[src/rtl/uart_rx_pkg.sv]
// ----------------------------------------------------------------------------
// uart_rx_pkg
// Shared UART definitions used by both the receiver and the transmitter:
// the frame-level state encoding and the oversampling constants derived from
// the 16x baud tick.
// ----------------------------------------------------------------------------
package uart_rx_pkg;

    // Frame-level state shared by the receiver and transmitter FSMs
    typedef enum logic [1:0] {
        IDLE  = 2'd0,
        START = 2'd1,
        DATA  = 2'd2,
        STOP  = 2'd3
    } uart_state_e;

    // Number of s_tick strobes per bit period
    localparam int OVERSAMPLE = 16;

    // Tick index at the middle of the start bit (8th tick, counting from 0)
    localparam int START_MID  = OVERSAMPLE / 2 - 1;

    // Tick index of the last tick of a full bit period
    localparam int BIT_LAST   = OVERSAMPLE - 1;

endpackage : uart_rx_pkg

[src/rtl/uart_rx_if.sv]
// ----------------------------------------------------------------------------
// uart_rx_if
// Bundles the serial input, baud tick and received-data outputs of the UART
// receiver.
//   rx           serial line, idle high (driven by master)
//   s_tick       16x baud strobe (driven by master)
//   rx_done_tick one-clk strobe, frame complete (driven by slave)
//   dout         received data word (driven by slave)
//   framing_err  stop bit sampled low on last frame (driven by slave)
// DBIT must match the DBIT parameter of the uart_rx instance it is bound to.
// ----------------------------------------------------------------------------
interface uart_rx_if #(
    parameter int DBIT = 8
);

    logic            rx;
    logic            s_tick;
    logic            rx_done_tick;
    logic [DBIT-1:0] dout;
    logic            framing_err;

    // Side that drives the line and the tick, and consumes the data
    modport master (
        output rx,
        output s_tick,
        input  rx_done_tick,
        input  dout,
        input  framing_err
    );

    // The receiver itself
    modport slave (
        input  rx,
        input  s_tick,
        output rx_done_tick,
        output dout,
        output framing_err
    );

endinterface : uart_rx_if

[src/rtl/uart_rx_sync_2ff.sv]
// ----------------------------------------------------------------------------
// sync_2ff
// Two-flop synchronizer for a single asynchronous input. Output lags the
// input by two clock cycles. Reusable for button and serial-line inputs.
//   clk    system clock
//   reset  synchronous active-high reset; both flops load RESET_VAL
//   d      asynchronous input
//   q      synchronized output
// ----------------------------------------------------------------------------
module sync_2ff #(
    parameter logic RESET_VAL = 1'b1
) (
    input  logic clk,
    input  logic reset,
    input  logic d,
    output logic q
);

    logic meta_r;
    logic sync_r;

    // Two-stage shift chain; the first stage may go metastable
    always_ff @(posedge clk) begin
        if (reset) begin
            meta_r <= RESET_VAL;
            sync_r <= RESET_VAL;
        end else begin
            meta_r <= d;
            sync_r <= meta_r;
        end
    end

    assign q = sync_r;

endmodule : sync_2ff

[src/rtl/uart_rx.sv]
// ----------------------------------------------------------------------------
// uart_rx
// UART receiver with 16x oversampling. The serial line is synchronized, the
// start bit is validated at its midpoint, each data bit is sampled at its
// midpoint (LSB first) and the stop bit is checked for a framing error.
//   clk    system clock, rising edge
//   reset  synchronous active-high reset
//   bus    uart_rx_if.slave: rx, s_tick in; rx_done_tick, dout, framing_err out
// Parameters:
//   DBIT     data bits per frame
//   SB_TICK  stop length in s_tick units (16/24/32 = 1/1.5/2 stop bits)
// ----------------------------------------------------------------------------
module uart_rx
    import uart_rx_pkg::*;
#(
    parameter int DBIT    = 8,
    parameter int SB_TICK = 16
) (
    input  logic     clk,
    input  logic     reset,
    uart_rx_if.slave bus
);

    // Bit counter width; kept at least one bit wide for DBIT == 1
    localparam int NW = (DBIT > 1) ? $clog2(DBIT) : 1;

    // Tick counter is 4 bits for a 16x bit period, widened only when the
    // stop length needs more range (1.5 or 2 stop bits)
    localparam int SW = ($clog2(SB_TICK) > $clog2(OVERSAMPLE)) ?
                        $clog2(SB_TICK) : $clog2(OVERSAMPLE);

    localparam logic [SW-1:0] S_START_MID = SW'(START_MID);
    localparam logic [SW-1:0] S_BIT_LAST  = SW'(BIT_LAST);
    localparam logic [SW-1:0] S_STOP_LAST = SW'(SB_TICK - 1);
    localparam logic [NW-1:0] N_LAST      = NW'(DBIT - 1);

    logic            rx_s;

    uart_state_e     state_r;
    uart_state_e     state_next_s;
    logic [SW-1:0]   s_r;
    logic [SW-1:0]   s_next_s;
    logic [NW-1:0]   n_r;
    logic [NW-1:0]   n_next_s;
    logic [DBIT-1:0] b_r;
    logic [DBIT-1:0] b_next_s;
    logic            done_r;
    logic            done_next_s;
    logic            ferr_r;
    logic            ferr_next_s;

    sync_2ff #(
        .RESET_VAL (1'b1)
    ) u_sync (
        .clk   (clk),
        .reset (reset),
        .d     (bus.rx),
        .q     (rx_s)
    );

    // State, counters, shift register and registered outputs
    always_ff @(posedge clk) begin
        if (reset) begin
            state_r <= IDLE;
            s_r     <= '0;
            n_r     <= '0;
            b_r     <= '0;
            done_r  <= 1'b0;
            ferr_r  <= 1'b0;
        end else begin
            state_r <= state_next_s;
            s_r     <= s_next_s;
            n_r     <= n_next_s;
            b_r     <= b_next_s;
            done_r  <= done_next_s;
            ferr_r  <= ferr_next_s;
        end
    end

    // Next-state and datapath logic; without s_tick everything but IDLE holds
    always_comb begin
        state_next_s = state_r;
        s_next_s     = s_r;
        n_next_s     = n_r;
        b_next_s     = b_r;
        done_next_s  = 1'b0;
        ferr_next_s  = ferr_r;

        case (state_r)
            IDLE: begin
                // Falling edge detection runs on every clk, not on ticks, so
                // a start bit right after STOP is picked up immediately
                if (!rx_s) begin
                    state_next_s = START;
                    s_next_s     = '0;
                end else begin
                    state_next_s = IDLE;
                end
            end

            START: begin
                if (bus.s_tick) begin
                    if (s_r == S_START_MID) begin
                        // Line must still be low at mid start bit, else glitch
                        if (!rx_s) begin
                            state_next_s = DATA;
                            s_next_s     = '0;
                            n_next_s     = '0;
                        end else begin
                            state_next_s = IDLE;
                            s_next_s     = '0;
                        end
                    end else begin
                        s_next_s = s_r + SW'(1);
                    end
                end else begin
                    s_next_s = s_r;
                end
            end

            DATA: begin
                if (bus.s_tick) begin
                    if (s_r == S_BIT_LAST) begin
                        // Mid-bit sample, shifted in from the MSB (LSB first)
                        b_next_s = {rx_s, b_r[DBIT-1:1]};
                        s_next_s = '0;
                        if (n_r == N_LAST) begin
                            state_next_s = STOP;
                        end else begin
                            n_next_s = n_r + NW'(1);
                        end
                    end else begin
                        s_next_s = s_r + SW'(1);
                    end
                end else begin
                    s_next_s = s_r;
                end
            end

            STOP: begin
                if (bus.s_tick) begin
                    if (s_r == S_STOP_LAST) begin
                        // Data is delivered even on a framing error
                        done_next_s  = 1'b1;
                        ferr_next_s  = ~rx_s;
                        state_next_s = IDLE;
                        s_next_s     = '0;
                    end else begin
                        s_next_s = s_r + SW'(1);
                    end
                end else begin
                    s_next_s = s_r;
                end
            end

            default: begin
                state_next_s = IDLE;
                s_next_s     = '0;
                n_next_s     = '0;
            end
        endcase
    end

    assign bus.rx_done_tick = done_r;
    assign bus.dout         = b_r;
    assign bus.framing_err  = ferr_r;

endmodule : uart_rx

[src/flat_wrapper.sv]
// flat-port wrapper written by rule: the top's interface ports become plain ports
module uart_rx_flat import uart_rx_pkg::*;
#(
    parameter int DBIT    = 8,
    parameter int SB_TICK = 16
)
  (clk, reset, bus_rx, bus_s_tick, bus_rx_done_tick, bus_dout, bus_framing_err);
  uart_rx_if #(.DBIT(DBIT)) bus_i ();
  input  logic clk;
  input  logic reset;
  input wire logic [$bits(bus_i.rx)-1:0] bus_rx;
  input wire logic [$bits(bus_i.s_tick)-1:0] bus_s_tick;
  output wire logic [$bits(bus_i.rx_done_tick)-1:0] bus_rx_done_tick;
  output wire logic [$bits(bus_i.dout)-1:0] bus_dout;
  output wire logic [$bits(bus_i.framing_err)-1:0] bus_framing_err;
  assign bus_i.rx = bus_rx;
  assign bus_i.s_tick = bus_s_tick;
  assign bus_rx_done_tick = bus_i.rx_done_tick;
  assign bus_dout = bus_i.dout;
  assign bus_framing_err = bus_i.framing_err;
  uart_rx #(.DBIT(DBIT), .SB_TICK(SB_TICK)) u_core (.clk(clk), .reset(reset), .bus(bus_i));
endmodule
[config.mk]
export PLATFORM = sky130hd
export DESIGN_NAME = uart_rx_flat
export DESIGN_NICKNAME = d
export VERILOG_FILES = /design/src/rtl/uart_rx_pkg.sv /design/src/rtl/uart_rx_if.sv /design/src/rtl/uart_rx_sync_2ff.sv /design/src/rtl/uart_rx.sv /design/src/flat_wrapper.sv
export SDC_FILE = /design/constraint.sdc
export NUM_CORES = 1
export LEC_CHECK = 0
export CORE_MARGIN = 4
export CORE_UTILIZATION = 54
export CTS_BUF_LIST = sky130_fd_sc_hd__clkbuf_8
export CTS_CLUSTER_DIAMETER = 30
export DETAILED_ROUTE_END_ITERATION = 12
export PLACE_DENSITY = 0.8
export SLEW_MARGIN = 15
export SYNTH_ARGS = -nofsm -noshare
export SYNTH_HDL_FRONTEND = slang
export SYNTH_SLANG_ARGS = --single-unit
[constraint.sdc]
create_clock -name clk -period 1.9 [get_ports clk]
set_input_delay 0.475 -clock clk [delete_from_list [all_inputs] [get_ports clk]]
set_output_delay 0.475 -clock clk [all_outputs]
set_load 0.02 [all_outputs]
## After elaboration in Yosys (flattened, before gate mapping)

Cells that the tools add are included.

- Register bits: 21
- Input bits: 4
- Output and inout bits: 10
- Word-level logic and storage cells: 63

- Add/sub/neg operators: 2
- Equal/unequal tests: 17
- Mux-type cells: 24
- Bitwise operators: 3
- Reduce and logical (&&, ||, !) cells: 9

Operators with widths:

| operator | number |
|---|---|
| two-way mux 4 bit | 5 |
| two-way mux 3 bit | 6 |
| two-way mux 2 bit | 8 |
| AND reduction 7 bit | 2 |
| != test 2 bit, second input constant | 6 |
| case mux 4 bit (3 select lines) | 1 |
| != test 2 x 1 -> 1 bit, second input constant | 5 |
| AND reduction 3 bit | 3 |
| case mux 2 bit (4 select lines) | 1 |
| case mux 3 bit (2 select lines) | 1 |
| adder 4 x 1 -> 4 bit, second input constant | 1 |
| equality test 2 bit, second input constant | 2 |
| equality test 4 x 3 -> 1 bit, second input constant | 1 |
| equality test 4 bit, second input constant | 1 |
| adder 3 x 1 -> 3 bit, second input constant | 1 |
| equality test 3 bit, second input constant | 1 |
| NOT 1 bit | 3 |
| OR reduction 3 bit | 1 |
| equality test 2 x 1 -> 1 bit, second input constant | 1 |
| zero test 2 bit | 1 |
| two-way mux 1 bit | 2 |
| nonzero test 2 bit | 1 |
| OR reduction 2 bit | 1 |

## Logic depth before layout (Yosys ltp)

Gate-level depths: netlist of the first run.

- Word-level depth: 5
- Gate-level depth with buffers: 6
- Mapped depth without buffers: 6

## By module

A second synthesis of the first run with hierarchy kept.

- Cell total of the unflattened synthesis: 100
- Area, all modules: 960.9 µm²

By module, submodules not included:

| module | times used | cells each | area each (µm²) | seq. area each (µm²) |
|---|---|---|---|---|
| uart_rx | 1 | 96 | 908.4 | 380.4 |
| sync_2ff | 1 | 4 | 52.6 | 40.0 |

## Worst setup path before layout of the first run

Ideal clock, no wire load.

- Path kind: reg-to-reg
- Start point: register u_core.s_r[0]
- End point: register u_core.n_r[0]
- Library setup time: 121 ps
- Data arrival time: 1559 ps
- Data required time: 1779 ps
- Slack: 220 ps
- Stages on the path, launching flop included: 7
- Buffers on the path: 1
- Clock period less this slack: 1680 ps
- Cell sequence: dfxtp_1 ha_1 and4_4 and3b_1 buf_6 a21boi_4 mux2_4

- Longest elaborated chain between the ends: 3
- Elaborated cells on any way between the ends: 5
- Classes of those cells: 4 x eq/ne; 1 x reduce/logical

RTL lines:

| item | RTL line | source |
|---|---|---|
| from (decl) | uart_rx.sv:41 | `logic [SW-1:0] s_r;` |
| from (signal assigned) | uart_rx.sv:72 | `s_r <= s_next_s;` |
| equality test 4 bit or equality test 4 x 3 -> 1 bit (tied branches) | uart_rx.sv:123, uart_rx.sv:103 |  |
| != test 2 x 1 -> 1 bit (no line) | -- |  |
| AND reduction 7 bit (no line) (*) | -- |  |
| to (signal assigned) | uart_rx.sv:73 | `n_r <= n_next_s;` |
| to (decl) | uart_rx.sv:43 | `logic [NW-1:0] n_r;` |

Every way passes the cells marked *; elsewhere a longest branch is shown, timed or not.
A chain may end at the register's enable or synchronous reset.

## Worst setup path in the final report of the first run

- Start point: input port bus_s_tick
- End point: register u_core.n_r[0]

- Longest elaborated chain between the ends: 2
- Elaborated cells on any way between the ends: 3
- Classes of those cells: 2 x eq/ne; 1 x reduce/logical

RTL lines:

| item | RTL line | source |
|---|---|---|
| from (decl) | flat_wrapper.sv:12 | `input wire logic [$bits(bus_i.s_tick)-1:0] bus_s_tick;` |
| != test 2 bit (no line) | -- |  |
| AND reduction 7 bit (no line) (*) | -- |  |

Marks and branches as above.

==> impl_results.md, run 1 <==
* Post-route ant nets at 0
* CTS Buf Count at 3
* RSZ-0062 raised after global routing: false
* Antenna Cells at 0
* Post-Syn Area at around 950 um^2
* Internal power at around 0.00061 W
* Slew margin rel. at 74.6%
* Nets at roughly 130
* Comb pwr share at under 10%
* Vias in the first global route at 730
* Synth area leaders: dfxtp_1 (44%), mux2i_1 (13%), nor2_1 (6.7%)
* FFs w/ async S/R, synth at 0%
* Fill cell count at between 100 and 150
* Area delta synth->final at 23.5%
* Library cells used by synthesis at 30
* DRC at 0
* Final Cycle Share at 91.6%
* Synth cell count leaders: dfxtp_1 (21), nor2_1 (17), mux2i_1 (12)
* Critical Path RT at around 2.1 ns
* Crit-path max FO at 4
* Global-route wire length before repair at approximately 3100 um
* Starting Density at 60.2%
* Max-slew violation count at 0
* Worst IR Drop VDD at about 520 uV
* Seq cells post-synth at 21
* CTS Root Cell: clkbuf_8
* Clock latency on the worst-skew pair at about 0.26 ns
* Switching Share at a little over a fifth
* CTS tree: yes
* Power Density at around 660 mW/mm^2
* Via count at 741
* CTS Hold Bufs at 0
* Worst slack at placement at -0.120 ns
* Largest net degree at the start of global routing at 14
* Highest Clock Rate at 0.575 GHz
* Fraction of layout cells with a size suffix above 1 at about 15%
* Drt wl/cell at 13.1 um
* Initial DRC count at 10
* Final count of hold timing violations at 0
* # IOs at 14
* Final Power at around 0.00078 W
* Routed WL at 1770 um
* Core box area at between 0.0015 and 0.002 mm^2
* GRT overflow at 0
* Critical path endpoint category: flop
* Clk buf depth at 2
* Yosys warning count at 0
* Initial antenna violation count at 0
* Fin util at 74.4%
* Overall routing resource usage at roughly 16%
* Sequential area share after synthesis at between 40 and 50%
* Die Width at around 50 um
* Most used DFF post-synth: dfxtp_1
* Hold Path Class: flop to flop
* Status: complete, no violations
* GP Congestion at between 0.8 and 0.9
* Setup TNS Final at 0 ns
* Row cnt at 14
* Slew @ Worst Pin at 0.378 ns
* Area leader, netlist: dfxtp_1
* Clock period minus worst slack at 1.74 ns
* Nature of the critical path startpoint: input pin
* Static Leak at 0.484 nW
* Reg clk slew, reported paths at approximately 0.08 ns
* Post-route design area at 0.00117 mm^2
* Detailed placement HPWL at approximately 1300 um
* Final Setup Violations at 0
* Die area at ~0.0025 mm^2
* Sequential power share at 57.8%
* Port Buffer Count at 13
* Max Cap Viol at 0
* Post-synth EDFFs at 0
* CTS H-tree depth at 1
* CP arrival at roughly 1.9 ns
* Post-CTS Setup Bufs at 0
* Sink Count at 21
* Clock power frac at between 30% and 40%
* Switching Power at 0.000169 W
* Critical path type: input pin to flop
* Yosys top cell area share at 44.3%
* Avg Cell Area, Syn at approximately 9.4 um^2
* Syn_nets at roughly 110
* Most common cell in the netlist: dfxtp_1
* Syn Inst Count at 101
* Post_cts resized at 0
* Die height at about 50 um
* DR vias/cell at between 5 and 6
* Initial DRT Pass Iterations at 2
* Worst Skew at 0.00217 ns
* Placed inst area at 0.00113 mm^2
* Fin worst setup slack at roughly 0.16 ns
-- logic make-up after synthesis --
| logic type | share of synthesized area, % |
|---|---|
| mux | 15.4 |
| buf+inv | 4.48 |
| flops | 44.3 |
| xor+xnor | 0.922 |
| simple gates | 21.7 |
| fa+ha+maj | 3.95 |
| compound gates | 9.22 |
-- cell usage in the layout, fill, tap and decap left out, drive strengths merged, types with 2 or more instances in the layout --
cell,n
nand2b,3
clkdlybuf4s50,13
nor3,2
nor2b,3
nand3,3
or2,2
a21oi,5
buf,6
mux2,2
inv,3
nor2,17
o21ai,3
mux2i,12
clkbuf,3
ha,3
dfxtp,21
nand2,6
a21boi,2
-- registers in the layout (all words and copies together) (netlist names), named ones only --
register	cells
u_core.bus.framing_err	1
u_core.u_sync.meta_r	1
u_core.state_r	1
u_core.s_r	4
u_core.u_sync.q	1
u_core.bus.rx_done_tick	1
u_core.bus.dout	8
u_core.n_r	3
-- metrics by stage --
| step | hold slack, ns | instances |
|---|---|---|
| 3_5_place_dp | 0.397 | 131 |
| 2_1_floorplan | 0.389 | 101 |
| 4_1_cts | 0.416 | 135 |
| 3_3_place_gp | 0.393 | 131 |
| 6_report | 0.413 | 135 |
| 5_1_grt | 0.431 | 135 |
-- metal layers --
metal / GRT usage, % / up-vias / part of all wire [%]
met2: 28.0 / 13 / 50
met5: 0 / - / 0
met4: 11.1 / 0 / 3.3
li1: - / 382 / -
met3: 3.01 / 7 / 3.2
met1: 18.5 / 339 / 44
-- power by group through the flow --
stage | sequential [W] | combinational, W | clock, W
finish | 0.000449 | 0.0000346 | 0.000293
global route | 0.000450 | 0.0000379 | 0.000328
CTS | 0.000449 | 0.0000348 | 0.000301
detailed placement | 0.000459 | 0.0000345 | 0
global placement | 0.000459 | 0.0000331 | 0
floorplan | 0.000456 | 0.0000220 | 0
-- critical path, cell delays in order --
cell and delay [ns]:
clkdlybuf4s50_1 0.43, buf_4 0.15, and4b_2 0.24, nand3_1 0.10, a21boi_4 0.20, mux2_4 0.31
-- worst paths after layout --
check                        from                 end  slack [ns]  cells past startpoint
max                    bus_s_tick       u_core.n_r[0]        0.16                      6
min          u_core.u_sync.meta_r     u_core.u_sync.q        0.41                      1
max reg2reg         u_core.s_r[0]  u_core.bus.dout[4]        0.22                      6
min reg2reg  u_core.u_sync.meta_r     u_core.u_sync.q        0.41                      1
-- layout make-up --
| class | instances | area [um^2] | share of cell area, % |
|---|---|---|---|
| multi-input combinational | 72 | 487 | 41.5 |
| clock buffer | 3 | 41.3 | 3.52 |
| timing repair buffer | 19 | 188 | 16.0 |
| inverter | 3 | 11.3 | 0.961 |
| sequential | 21 | 420 | 35.9 |
| clock inverter | 1 | 5.00 | 0.427 |
| tap | 16 | 20.0 | 1.71 |
No activity file was read; power rests on OpenSTA's default activity.
==> inputs of run 2 (changes only) <==
==> constraint.sdc (replaced) <==
create_clock -name clk -period 1.84 [get_ports clk]
set_input_delay 0.46 -clock clk [delete_from_list [all_inputs] [get_ports clk]]
set_output_delay 0.46 -clock clk [all_outputs]
set_load 0.02 [all_outputs]
==> results of run 2 <==
Same layout as run 1 (identical final DEF). Status: complete, no violations.
Main changes from that run: setup slack after placement -0.120 ns -> -0.165 ns; setup slack after layout 0.160 ns -> 0.115 ns; register-to-register setup slack 0.22 ns -> 0.16 ns; total power 0.000777 W -> 0.000802 W; worst IR drop on VDD 516 uV -> 532 uV
==> inputs of run 3 (changes only) <==
--- a/config.mk
+++ b/config.mk
@@ -5,13 +5,12 @@
 export SDC_FILE = /design/constraint.sdc
 export NUM_CORES = 1
 export LEC_CHECK = 0
-export CORE_MARGIN = 4
 export CORE_UTILIZATION = 54
 export CTS_BUF_LIST = sky130_fd_sc_hd__clkbuf_8
 export CTS_CLUSTER_DIAMETER = 30
 export DETAILED_ROUTE_END_ITERATION = 12
 export PLACE_DENSITY = 0.8
-export SLEW_MARGIN = 15
+export RECOVER_POWER = 25
 export SYNTH_ARGS = -nofsm -noshare
 export SYNTH_HDL_FRONTEND = slang
 export SYNTH_SLANG_ARGS = --single-unit
==> run 3 against run 2 <==
Against the previous run: largest power group unchanged; cell area decreased by 0.85%; sequential share of layout area increased by 0.31 points; highest routed layer unchanged; non-clock buffer count shrank 1; worst hold slack better by 0.018 ns; worst setup slack got worse by 0.058 ns; combinational power down 8.1%; count of clock-buffer cells in the layout did not move; utilization decreased by 0.63 points; critical path type unchanged.
==> impl_results.md, run 3 (same netlist as run 1, synthesis figures left out) <==
* CTS H-tree depth at 1 (unchanged)
* Die height at 43.9 um (-12%)
* Row cnt at 14 (unchanged)
* GRT overflow at 0 (unchanged)
* Initial DRT Pass Iterations at 6 (+4)
* CTS Root Cell: clkbuf_8
* Most frequent cells in the layout: dfxtp_1 (21), nor2_1 (17), mux2i_1 (12), clkdlybuf4s50_1 (12), nand2_1 (6)
* Starting Density at 60.2% (unchanged)
* Critical path endpoint category: flop
* Fill cell count at 130 (+10%)
* Worst r2r dst: u_core.bus.dout[2]
* GP Congestion at 0.826 (-0.13%)
* Port Buffer Count at 13 (unchanged)
* Critical Path RT at approximately 2.0 ns
* Worst r2r path cells at 6 (unchanged)
* Initial antenna violation count at 0 (unchanged)
* Highest Clock Rate at between 0.5 and 0.6 GHz
* Detailed placement HPWL at 1300 um (+4.0%)
* Fin worst setup slack at around 0.057 ns
* R2R Setup Slk at about 0.14 ns
* Max reg flops at 8 (unchanged)
* Clock period minus worst slack at about 1.8 ns
* Fraction of layout cells with a size suffix above 1 at 14.4% (-0.72 points)
* Worst IR Drop VDD at ~550 uV
* Sequential cell area at 420 um^2 (unchanged)
* Antenna Cells at 0 (unchanged)
* # IOs at 14 (unchanged)
* Area delta synth->final at 22.4%
* RSZ-0062 raised after global routing: false
* Die Width at 43.9 um (-12%)
* Status: complete, no violations
* Global-route met1 utilization at 24.1% (+5.7 points)
* Power Density at a little under 700 mW/mm^2
* Commonest non-fill, non-tap cell in the layout: dfxtp_1
* Core box area at 0.00158 mm^2 (unchanged)
* Final count of hold timing violations at 0 (unchanged)
* Reg clk slew, reported paths at 0.07 ns (about the same)
* Max Cap Viol at 0 (unchanged)
* Via count at 753 (+1.6%)
* Gr busiest metal: met2
* Slew @ Worst Pin at 0.432 ns (+0.0541 ns)
* Sink Count at 21 (unchanged)
* Initial DRC count at 13 (+3)
* Largest net degree at the start of global routing at 21 (+7)
* CTS tree: yes
* Crit-path max FO at 8 (+4)
* Critical path type: input pin to flop
* CP arrival at 1.92 ns
* Static Leak at 0.479 nW (-0.95%)
* Nets at 126 (-0.79%)
* Post-route ant nets at 0 (unchanged)
* Final Power at a little under 0.0008 W
* DR vias/cell at 5.62 (+2.4%)
* Nature of the critical path startpoint: input pin
* Clk buf depth at 2 (unchanged)
* CTS Buf Count at 3 (unchanged)
* Vias in the first global route at 758 (+3.8%)
* Hold Path Class: flop to flop
* Max-slew violation count at 0 (unchanged)
* Global-route wire length before repair at 3250 um (+4.6%)
* Routed WL at 1890 um (+6.5%)
* Final Cycle Share at between 90% and 100%
* Slew margin rel. at 71.1% (-3.4 points)
* GRT met3 Usage at 3.75% (+0.74 points)
* Worst slack at placement at -0.197 ns
* DRC at 0 (unchanged)
* Overall routing resource usage at 23.4% (+6.9 points)
* M2 GR Usage at 46.0% (+18 points)
* Drt wl/cell at 14.1 um (+7.3%)
* Clock latency on the worst-skew pair at 0.26 ns (about the same)
* WHS Endpoint: u_core.u_sync.q
* Hold_sp: u_core.u_sync.meta_r
* Final Setup Violations at 0 (unchanged)
* Hold Path Depth at 1 (unchanged)
* Worst Skew at 0.00494 ns (+0.00276 ns)
* Area occupied by multi-input gates at 488 um^2 (+0.26%)
* Worst reg2reg startpoint: u_core.s_r[0]
* Die area at 0.00193 mm^2 (-23%)
## run 3: cell count changes in the layout (fill, tap and decap cells not counted)
| cell | delta |
|---|---|
| clkbuf_2 | +1 |
| inv_1 | +1 |
| clkdlybuf4s50_1 | -1 |
| clkbuf_4 | +1 |
| and3b_1 | -1 |
| and3b_2 | +1 |
| dlygate4sd3_1 | +1 |
| clkinv_2 | -1 |
| buf_4 | -3 |
## run 3: power by group
group | switching [W] | internal, W | total [W] | leakage (nW)
registers | 0.00000609 | 0.000458 | 0.000464 | 0.170
clock network | 0.000144 | 0.000149 | 0.000293 | 0.0269
logic | 0.0000167 | 0.0000161 | 0.0000328 | 0.283
## run 3: worst max-delay path, stage by stage
cell and delay, ns:
clkdlybuf4s50_1 0.50, and4_4 0.24, and3b_2 0.26, buf_12 0.15
mux2i_1 0.25, nor2_1 0.06
## run 3: final cells by class
| cell class | count | share of cell area, % |
|---|---|---|
| repair buffers | 18 | 15.3 |
| well taps | 16 | 1.72 |
| flip-flops and latches | 21 | 36.2 |
| clock buffers | 3 | 3.55 |
| inverters | 3 | 0.969 |
| multi-input cells | 72 | 42.0 |
| clock inverters | 1 | 0.323 |
## run 3: layer usage
| metal | up-vias | share of wire, % |
|---|---|---|
| met5 | - | 0 |
| met4 | 0 | 0.95 |
| met3 | 2 | 2.0 |
| met2 | 12 | 54 |
| met1 | 361 | 43 |
| li1 | 378 | - |
## run 3: through the flow
step | utilization (%) | std cells | cell area, um^2 | hold slack (ns) | TNS, ns
2_1_floorplan | - | 101 | 950 | 0.389 | 0
3_3_place_gp | 71.7 | 130 | 1130 | 0.393 | -1.56
3_5_place_dp | 71.7 | 130 | 1130 | 0.409 | -2.06
4_1_cts | 74.6 | 134 | 1180 | 0.425 | 0
5_1_grt | 73.7 | 134 | 1160 | 0.431 | 0
6_report | 73.7 | 134 | 1160 | 0.432 | 0
## run 3: worst max path at each step
stage / startpoint / endpoint / cells after the start
2_1_floorplan: u_core.s_r[0] / u_core.n_r[0] / 6
3_3_place_gp: bus_s_tick / u_core.bus.dout[1] / 6
3_5_place_dp: bus_s_tick / u_core.bus.dout[1] / 6
4_1_cts: bus_s_tick / u_core.bus.dout[2] / 6
5_1_grt: bus_s_tick / u_core.bus.dout[2] / 6
6_report: bus_s_tick / u_core.bus.dout[2] / 6
## run 3: what timing repair did
action / 4_1_cts / 5_1_grt
hold buffers: 0 / 0
resized for setup: 0 / 1
setup buffers: 0 / 0
endpoints found under the setup margin: 0 / 1
